`config.mk`:
```
export PLATFORM = sky130hd
export DESIGN_NAME = sram_arbiter
export DESIGN_NICKNAME = d
export VERILOG_FILES = /design/src/rtl/sram_arb_pkg.sv /design/src/rtl/sram_arb_pick.sv /design/src/rtl/sram_arbiter.sv
export SDC_FILE = /design/constraint.sdc
export NUM_CORES = 1
export LEC_CHECK = 0
export CAP_MARGIN = 25
export CORE_MARGIN = 4
export CORE_UTILIZATION = 40
export DETAILED_ROUTE_END_ITERATION = 10
export DONT_BUFFER_PORTS = 1
export GPL_TIMING_DRIVEN = 0
export PLACE_DENSITY = 0.54
export SLEW_MARGIN = 40
export SYNTH_ARGS = -nofsm -noshare
export SYNTH_HDL_FRONTEND = slang
export SYNTH_SLANG_ARGS = --single-unit
```
`constraint.sdc`:
```
create_clock -name clk -period 9.1 [get_ports clk]
set_clock_uncertainty 0.2 [all_clocks]
set_input_delay 0.91 -clock clk [delete_from_list [all_inputs] [get_ports clk]]
set_output_delay 0.91 -clock clk [all_outputs]
set_load 0.01 [all_outputs]
```
`src/rtl/sram_arb_pkg.sv`:
```
// Shared types and default constants for the base-SRAM arbiter: FSM states,
// requester indices and the latched command layout.
package sram_arb_pkg;

    localparam int SRAM_ADDR_W       = 20;
    localparam int SRAM_DATA_W       = 32;
    localparam int SRAM_BE_W         = SRAM_DATA_W / 8;
    localparam int DEF_ACCESS_CYCLES = 2;
    localparam int DEF_MAX_BURST     = 4;

    typedef enum logic [1:0] {
        IDLE,
        READ,
        WRITE,
        DONE
    } state_e;

    typedef enum logic {
        PORT_VIDEO = 1'b0,
        PORT_GEN   = 1'b1
    } port_e;

    typedef struct packed {
        logic                   we;
        logic [SRAM_ADDR_W-1:0] addr;
        logic [SRAM_DATA_W-1:0] wdata;
        logic [SRAM_BE_W-1:0]   be;
    } cmd_t;

endpackage

```
`src/rtl/sram_arb_pick.sv`:
```
// Winner selection between the video fetcher and the general port, with a
// saturating starvation counter that eventually lets the general port through.
import sram_arb_pkg::*;

module sram_arb_pick #(
    parameter int MAX_BURST = DEF_MAX_BURST
) (
    input  logic  clk,
    input  logic  reset,
    input  logic  req0_i,
    input  logic  req1_i,
    input  logic  sample_en_i,
    output port_e winner_o,
    output logic  valid_o
);

    localparam logic [3:0] BURST_LIMIT = 4'(MAX_BURST);

    logic [3:0] starve_q, starve_d;

    always_comb begin
        winner_o = PORT_VIDEO;
        valid_o  = req0_i | req1_i;
        if (req1_i && (!req0_i || starve_q == BURST_LIMIT)) begin
            winner_o = PORT_GEN;
        end
    end

    // Count video grants taken while the general port was waiting.
    always_comb begin
        starve_d = starve_q;
        if (sample_en_i) begin
            if (!req1_i || winner_o == PORT_GEN) begin
                starve_d = '0;
            end else if (starve_q != BURST_LIMIT) begin
                starve_d = starve_q + 4'd1;
            end
        end
    end

    always_ff @(posedge clk or posedge reset) begin
        if (reset) begin
            starve_q <= '0;
        end else begin
            starve_q <= starve_d;
        end
    end

endmodule

```
`src/rtl/sram_arbiter.sv`:
```
// Two-port arbiter and access sequencer for the asynchronous base SRAM; the
// DQ tristate itself lives at the top level.
import sram_arb_pkg::*;

module sram_arbiter #(
    parameter int ADDR_WIDTH    = SRAM_ADDR_W,
    parameter int DATA_WIDTH    = SRAM_DATA_W,
    parameter int ACCESS_CYCLES = DEF_ACCESS_CYCLES,
    parameter int MAX_BURST     = DEF_MAX_BURST
) (
    input  logic                    clk,
    input  logic                    reset,
    input  logic                    p0_req,
    input  logic                    p0_we,
    input  logic [ADDR_WIDTH-1:0]   p0_addr,
    input  logic [DATA_WIDTH-1:0]   p0_wdata,
    input  logic [DATA_WIDTH/8-1:0] p0_be,
    input  logic                    p1_req,
    input  logic                    p1_we,
    input  logic [ADDR_WIDTH-1:0]   p1_addr,
    input  logic [DATA_WIDTH-1:0]   p1_wdata,
    input  logic [DATA_WIDTH/8-1:0] p1_be,
    output logic                    p0_gnt,
    output logic                    p1_gnt,
    output logic                    p0_done,
    output logic                    p1_done,
    output logic [DATA_WIDTH-1:0]   rdata,
    output logic [ADDR_WIDTH-1:0]   sram_addr,
    output logic [DATA_WIDTH/8-1:0] sram_be_n,
    output logic                    sram_ce_n,
    output logic                    sram_oe_n,
    output logic                    sram_we_n,
    output logic [DATA_WIDTH-1:0]   sram_dq_o,
    output logic                    sram_dq_oe,
    input  logic [DATA_WIDTH-1:0]   sram_dq_i
);

    localparam int         BE_WIDTH = DATA_WIDTH / 8;
    localparam logic [3:0] ACC_LAST = 4'(ACCESS_CYCLES - 1);

    state_e                 state_q, state_d;
    logic [3:0]             acc_q, acc_d;
    port_e                  port_q, port_d;
    logic [ADDR_WIDTH-1:0]  addr_q, addr_d;
    logic [BE_WIDTH-1:0]    be_n_q, be_n_d;
    logic [DATA_WIDTH-1:0]  dq_o_q, dq_o_d;
    logic                   dq_oe_q, dq_oe_d;
    logic                   ce_n_q, ce_n_d;
    logic                   oe_n_q, oe_n_d;
    logic                   we_n_q, we_n_d;
    logic                   gnt0_q, gnt0_d;
    logic                   gnt1_q, gnt1_d;
    logic                   done0_q, done0_d;
    logic                   done1_q, done1_d;
    logic [DATA_WIDTH-1:0]  rdata_q, rdata_d;

    logic                   sample_en;
    port_e                  pick_winner;
    logic                   pick_valid;
    cmd_t                   cmd_sel;

    sram_arb_pick #(
        .MAX_BURST (MAX_BURST)
    ) u_pick (
        .clk         (clk),
        .reset       (reset),
        .req0_i      (p0_req),
        .req1_i      (p1_req),
        .sample_en_i (sample_en),
        .winner_o    (pick_winner),
        .valid_o     (pick_valid)
    );

    always_comb begin
        if (pick_winner == PORT_GEN) begin
            cmd_sel.we    = p1_we;
            cmd_sel.addr  = SRAM_ADDR_W'(p1_addr);
            cmd_sel.wdata = SRAM_DATA_W'(p1_wdata);
            cmd_sel.be    = SRAM_BE_W'(p1_be);
        end else begin
            cmd_sel.we    = p0_we;
            cmd_sel.addr  = SRAM_ADDR_W'(p0_addr);
            cmd_sel.wdata = SRAM_DATA_W'(p0_wdata);
            cmd_sel.be    = SRAM_BE_W'(p0_be);
        end
    end

    // Control strobes default to inactive so only the access states pull them low.
    always_comb begin
        state_d   = state_q;
        acc_d     = acc_q;
        port_d    = port_q;
        addr_d    = addr_q;
        be_n_d    = be_n_q;
        dq_o_d    = dq_o_q;
        dq_oe_d   = dq_oe_q;
        ce_n_d    = 1'b1;
        oe_n_d    = 1'b1;
        we_n_d    = 1'b1;
        gnt0_d    = 1'b0;
        gnt1_d    = 1'b0;
        done0_d   = 1'b0;
        done1_d   = 1'b0;
        rdata_d   = rdata_q;
        sample_en = 1'b0;
        case (state_q)
            IDLE: begin
                sample_en = 1'b1;
                dq_oe_d   = 1'b0;
                if (pick_valid) begin
                    port_d = pick_winner;
                    addr_d = ADDR_WIDTH'(cmd_sel.addr);
                    be_n_d = ~BE_WIDTH'(cmd_sel.be);
                    acc_d  = ACC_LAST;
                    ce_n_d = 1'b0;
                    gnt0_d = (pick_winner == PORT_VIDEO);
                    gnt1_d = (pick_winner == PORT_GEN);
                    if (cmd_sel.we) begin
                        state_d = WRITE;
                        we_n_d  = 1'b0;
                        dq_oe_d = 1'b1;
                        dq_o_d  = DATA_WIDTH'(cmd_sel.wdata);
                    end else begin
                        state_d = READ;
                        oe_n_d  = 1'b0;
                    end
                end
            end
            READ: begin
                ce_n_d = 1'b0;
                oe_n_d = 1'b0;
                if (acc_q == 4'd0) begin
                    state_d = DONE;
                    ce_n_d  = 1'b1;
                    oe_n_d  = 1'b1;
                    rdata_d = sram_dq_i;
                    done0_d = (port_q == PORT_VIDEO);
                    done1_d = (port_q == PORT_GEN);
                end else begin
                    acc_d = acc_q - 4'd1;
                end
            end
            WRITE: begin
                ce_n_d = 1'b0;
                we_n_d = 1'b0;
                if (acc_q == 4'd0) begin
                    state_d = DONE;
                    ce_n_d  = 1'b1;
                    we_n_d  = 1'b1;
                    done0_d = (port_q == PORT_VIDEO);
                    done1_d = (port_q == PORT_GEN);
                end else begin
                    acc_d = acc_q - 4'd1;
                end
            end
            DONE: begin
                // Write data stays driven through this cycle for hold after we_n rises.
                state_d = IDLE;
                dq_oe_d = 1'b0;
            end
            default: state_d = IDLE;
        endcase
    end

    always_ff @(posedge clk or posedge reset) begin
        if (reset) begin
            state_q <= IDLE;
            acc_q   <= '0;
            port_q  <= PORT_VIDEO;
            addr_q  <= '0;
            be_n_q  <= '1;
            dq_o_q  <= '0;
            dq_oe_q <= 1'b0;
            ce_n_q  <= 1'b1;
            oe_n_q  <= 1'b1;
            we_n_q  <= 1'b1;
            gnt0_q  <= 1'b0;
            gnt1_q  <= 1'b0;
            done0_q <= 1'b0;
            done1_q <= 1'b0;
            rdata_q <= '0;
        end else begin
            state_q <= state_d;
            acc_q   <= acc_d;
            port_q  <= port_d;
            addr_q  <= addr_d;
            be_n_q  <= be_n_d;
            dq_o_q  <= dq_o_d;
            dq_oe_q <= dq_oe_d;
            ce_n_q  <= ce_n_d;
            oe_n_q  <= oe_n_d;
            we_n_q  <= we_n_d;
            gnt0_q  <= gnt0_d;
            gnt1_q  <= gnt1_d;
            done0_q <= done0_d;
            done1_q <= done1_d;
            rdata_q <= rdata_d;
        end
    end

    assign p0_gnt     = gnt0_q;
    assign p1_gnt     = gnt1_q;
    assign p0_done    = done0_q;
    assign p1_done    = done1_q;
    assign rdata      = rdata_q;
    assign sram_addr  = addr_q;
    assign sram_be_n  = be_n_q;
    assign sram_ce_n  = ce_n_q;
    assign sram_oe_n  = oe_n_q;
    assign sram_we_n  = we_n_q;
    assign sram_dq_o  = dq_o_q;
    assign sram_dq_oe = dq_oe_q;

endmodule

```
==> results.py, run 1 <==
metrics = {
    "layout": {
        "n_antenna_cell": 0,
        "drive_gt1_share_pct": 36.0,
        "syn_to_final_growth_pct": 10.6,
        "final_cells": 576,
        "final_util_pct": 45.5,
        "layout.nets": 561,
        "fill_cells": 1156,
    },
    "floorplanning": {
        "die_x_microns": 120,
        "io_pins": 246,
        "rows": 40,
        "core_area_sq_mm": 0.0121,
        "start_util_pct": 41.2,
        "dieArea_sq_mm": 0.0143,
        "die_h_microns": 120,
    },
    "yosys": {
        "yosysWarnings": 0,
        "async_flop_share_pct": 100,
        "synthesis.area_sq_mm": 0.00499,
        "synth_top_area_cell": "dfrtp_1",
        "synth.top_cell.area_share_pct": 50.2,
        "synth_area_per_cell_sq_um": 12.8,
        "ys_top_cells_by_area": "dfrtp_1, mux2_2, mux2i_1",
        "synthCells": 391,
        "syn-num-nets": 549,
        "ys_seq_elements": 107,
        "ys_types": 41,
        "ys.flop_type": "dfrtp_1",
        "ys_seq_area_share_pct": 53.9,
        "synth_edf_count": 0,
    },
    "setup_path": {
        "cp_data_arrival_time_ns": 2.38,
        "crit_fanout": 10,
        "critPathRequiredTime_ns": 9.13,
        "crit_type": "reg2reg",
        "endpoint_kind": "flop",
        "start_kind": "flop",
    },
    "run": {
        "drv_cap": 0,
    },
    "grt": {
        "antenna_found_initial": 0,
        "grt_use_met2_pct": 27.2,
        "grt_pass1_wl_mm": 17.9,
        "grt_overflow": 0,
        "grt_pass1_vias": 3288,
        "grt.met1_usage_pct": 18.7,
        "grt_util_met3_pct": 6.36,
        "grt_max_degree": 63,
        "grt_busiest_layer": "met2",
        "track_usage_pct": 16.1,
    },
    "cts": {
        "clkTransAtPathRegs_ns": 0.07,
        "post_cts_buffers": 0,
        "cts-root-buf": "clkbuf_16",
        "cts_tree": "done",
        "cts.sinks": 107,
        "clock_path_buffers": 2,
        "cts_buffers": 9,
        "hold_buffers": 0,
        "cts-resized-gates": 0,
        "cts_max_level": 3,
        "clkLatencyLatePin_ns": 0.35,
    },
    "place": {
        "globalplace.congestion": 0.737,
        "place_inst": 560,
        "dpl_worst_slack_ns": 6.45,
        "dp_hpwl_mm": 9.15,
        "io_buffers": 0,
    },
    "sta": {
        "setup_viol": 0,
        "worstMarginPinSlew_ns": 0.564,
        "setup_ws_ns": 6.75,
        "rsz0062_at_grt": "no",
        "hold_viol": 0,
        "fin_crit_ns": 2.35,
        "fmax_mhz": 426,
        "maxSlewViolCount": 0,
        "fin_crit_sh_pct": 25.8,
        "fin_setup_tns_ns": 0,
        "slew_headroom_pct": 62.2,
    },
    "power": {
        "power_density_mw_per_mm2": 344,
        "ir_drop_mv": 0.120,
        "leakage_nw": 2.34,
        "total_power_mw": 1.90,
    },
    "drt": {
        "detail-route-antenna-nets": 0,
        "firstDrtPassIters": 4,
        "wl_per_cell_microns": 20.3,
        "wirelength_mm": 11.7,
        "route.detailed.drc": 0,
        "via_per_inst": 5.31,
        "dr.first_iter.drc_count": 136,
        "dr_total_vias": 3058,
    },
    "run_status": {
        "status": "complete, no violations",
    },
    "min_path": {
        "hp-class": "in2async",
    },
}
-- cell type report --
class                      instances  area, sq um  share of cell area, %
buffer                            23          141                   2.56
sequential                       107         2690                   48.7
timing repair buffer               1         27.5                  0.499
inverter                           9         41.3                  0.748
clock inverter                     6         50.0                  0.907
clock buffer                      10          229                   4.15
multi-input combinational        252         2130                   38.6
tap                              168          210                   3.81
-- synthesized netlist by cell type (2+ instances only) --
cell,n
o221ai_1,2
dfrtp_1,100
mux2_2,101
and3_1,2
nor2_1,8
buf_2,5
nand2b_1,2
nor3_1,3
nor2b_1,2
nand3_1,4
buf_4,7
mux2i_1,21
a31oi_1,2
buf_6,3
nor4_1,3
o21ai_0,28
dfstp_2,7
and2_1,3
ha_1,8
clkbuf_1,8
o22ai_1,2
a21o_1,3
nand3b_1,3
a21oi_1,7
nand4_1,2
nor3b_1,4
inv_1,8
nand2_1,30
-- cell usage in the layout (no fill, tap or decap), drive strengths merged, types with 3 or more instances in the layout --
cell type / instances
nand2b: 3
mux2: 101
nor2: 8
a21o: 3
nor4: 3
nand2: 31
inv: 10
nand3: 4
mux2i: 21
dfstp: 7
clkinv: 3
o21ai: 29
nor3: 3
ha: 8
buf: 16
nor3b: 4
a21oi: 8
and2: 3
clkbuf: 18
dfrtp: 100
nand3b: 3
-- logic make-up (layout without fill, tap and decap cells) --
family,count (synthesis),in the layout,synth area share [%]
flip-flops,107,107,53.9
AND/OR/NAND/NOR,71,71,7.45
adder cells (fa/ha/maj),8,8,2.01
AO/OA/AOI/OAI,51,51,6.15
buffers and inverters,32,49,3.51
multiplexers,122,122,27.0
-- flip-flops by register name, summed over array words and instances (netlist names), 2 cells and up --
name	flops
acc_q	4
sram_be_n	4
state_q	2
u_pick.starve_q	4
sram_dq_o	32
sram_addr	20
rdata	32
-- where the power goes --
group          internal [mW]  switching (mW)  leakage (nW)  total (mW)
sequential             0.717           0.271          1.30       0.988
combinational          0.276           0.265         0.911       0.541
clock                  0.189           0.180         0.130       0.369
total                   1.18           0.717          2.34        1.90
-- worst max-delay path, cell delays in order (launching register included) --
cell and delay [ns]:
dfrtp_1 0.42, inv_1 0.12, ha_1 0.31, o21ai_1 0.27
a21oi_4 0.35, buf_6 0.22, mux2_2 0.35
-- final timing paths --
check | startpoint | endpoint | slack (ns) | cells after the start
worst max-delay path | state_q[0] | sram_dq_o[3] | 6.75 | 6
worst min-delay path | reset | rdata[25] | 0.19 | 1
worst max register to register | state_q[0] | sram_dq_o[3] | 6.75 | 6
worst min register to register | port_q | p0_done | 0.30 | 1
max in group asynchronous | reset | sram_be_n[3] | 7.86 | 2
min in group clk | port_q | p0_done | 0.30 | 1
-- layer usage --
metal / part of all wire (%) / wire (microns) / vias to the layer above
met5: 0 / 0 / -
met4: 1.8 / 214 / 0
met3: 9.8 / 1150 / 15
met2: 50 / 5830 / 171
met1: 39 / 4520 / 1462
li1: - / - / 1410
-- stage by stage --
stage	hold slack, ns	cell area, sq um
after CTS	0.197	5510
final	0.189	5520
after detailed placement	0.276	5230
after floorplan	0.221	4990
after global placement	0.281	5200
after global routing	0.204	5520
(Power assumes the default switching activity.)
==> run 2, diff against run 1 <==
Settings changed: PLACE_DENSITY 0.54 to 0.56.
Clock period 9.1 ns to 2 ns, I/O delays scaled along.
==> results.py, run 2 <==
metrics = {
    "floorplanning": {
        "rows": 40,
        "io_pins": 246,
        "die_x_microns": 120,
        "die_h_microns": 120,
        "start_util_pct": 41.2,
    },
    "place": {
        "dpl_worst_slack_ns": -0.408,
        "place_inst": 564,
        "placed_cell_area_sq_mm": 0.00533,
        "dp_hpwl_mm": 9.87,
        "globalplace.congestion": 0.719,
        "io_buffers": 0,
    },
    "yosys": {
        "ys_seq_elements": 107,
        "synth_edf_count": 0,
        "synth_area_per_cell_sq_um": 12.8,
        "synth.top_cell.area_share_pct": 50.2,
        "async_flop_share_pct": 100,
        "synth.most_common_cell": "mux2_2",
        "ys_seq_area_share_pct": 53.9,
        "ys.flop_type": "dfrtp_1",
        "synthesis.area_sq_mm": 0.00499,
        "yosysWarnings": 0,
        "synthTopCellsByCount": "mux2_2, dfrtp_1, nand2_1, o21ai_0, mux2i_1",
        "ys_top_cells_by_area": "dfrtp_1, mux2_2, mux2i_1",
        "synth_top_area_cell": "dfrtp_1",
        "ys_types": 41,
        "synthCells": 391,
        "syn-num-nets": 549,
    },
    "cts": {
        "cts.sinks": 107,
        "hold_buffers": 118,
        "post_cts_buffers": 8,
        "clock_path_buffers": 2,
        "cts_max_level": 3,
        "cts-resized-gates": 32,
        "cts-root-buf": "clkbuf_16",
        "cts_buffers": 9,
    },
    "run_status": {
        "error_line": "[ERROR RSZ-0060] Max buffer count reached.",
        "status": "stopped before the end",
        "stop_stage": "clock tree synthesis",
    },
}
## run 2: metrics by stage
| step | TNS, ns | hold WS [ns] |
|---|---|---|
| 2_1_floorplan | -1.03 | 0.152 |
| 3_3_place_gp | -43.86 | 0.152 |
| 3_5_place_dp | -21.63 | -0.141 |
## run 2: logic make-up after synthesis
kind of cell	synth area share, %
fa+ha+maj	2.01
simple gates	7.45
flops	53.9
mux	27.0
buf+inv	3.51
compound gates	6.15
==> run 3, diff against run 2 <==
Settings changed: CORE_UTILIZATION 40 to 25, PLACE_DENSITY 0.56 to default, PLACE_DENSITY_LB_ADDON from default to 0.15.
Clock period 2 ns to 2.6 ns, I/O delays scaled along.
==> results.py, run 3 <==
metrics = {
    "cts": {
        "cts.sinks": 107,
        "cts_max_level": 3,
        "clock_path_buffers": 2,
        "post_cts_buffers": 0,
        "cts-resized-gates": 0,
        "cts-root-buf": "clkbuf_16",
        "cts_buffers": 9,
        "hold_buffers": 136,
    },
    "yosys": {
        "async_flop_share_pct": 100,
        "synth_edf_count": 0,
        "synthesis.area_sq_mm": 0.00499,
        "synthTopCellsByCount": "mux2_2, dfrtp_1, nand2_1, o21ai_0, mux2i_1",
        "syn-num-nets": 549,
        "ys_seq_elements": 107,
        "synth.top_cell.area_share_pct": 50.2,
        "synthCells": 391,
        "ys_top_cells_by_area": "dfrtp_1, mux2_2, mux2i_1",
        "ys_seq_area_share_pct": 53.9,
        "yosysWarnings": 0,
        "synth.most_common_cell": "mux2_2",
        "ys_types": 41,
        "synth_top_area_cell": "dfrtp_1",
        "synth_area_per_cell_sq_um": 12.8,
        "ys.flop_type": "dfrtp_1",
    },
    "place": {
        "globalplace.congestion": 0.703,
        "dp_hpwl_mm": 10.3,
        "io_buffers": 0,
    },
    "run_status": {
        "stop_stage": "clock tree synthesis",
        "status": "stopped before the end",
        "error_line": "[ERROR RSZ-0060] Max buffer count reached.",
    },
    "floorplanning": {
        "die_x_microns": 149,
        "io_pins": 246,
        "rows": 51,
        "start_util_pct": 25.5,
        "die_h_microns": 149,
    },
}
[run 3: cell counts after synthesis]
No cell type changed its count.
[run 3: cells by family after synthesis]
| kind of cell | count (synthesis) | synth area share, % |
|---|---|---|
| AOI/OAI and AO/OA | 51 | 6.15 |
| adders and majority gates | 8 | 2.01 |
| buffers and inverters | 32 | 3.51 |
| DFF | 107 | 53.9 |
| muxes | 122 | 27.0 |
| and+or+nand+nor | 71 | 7.45 |
[run 3: through the flow]
step	cells	setup WS (ns)	cell area [sq um]	hold slack (ns)
floorplan	391	0.556	4990	0.212
global placement	656	0.143	5320	0.213
detailed placement	661	0.0702	5460	-0.0533
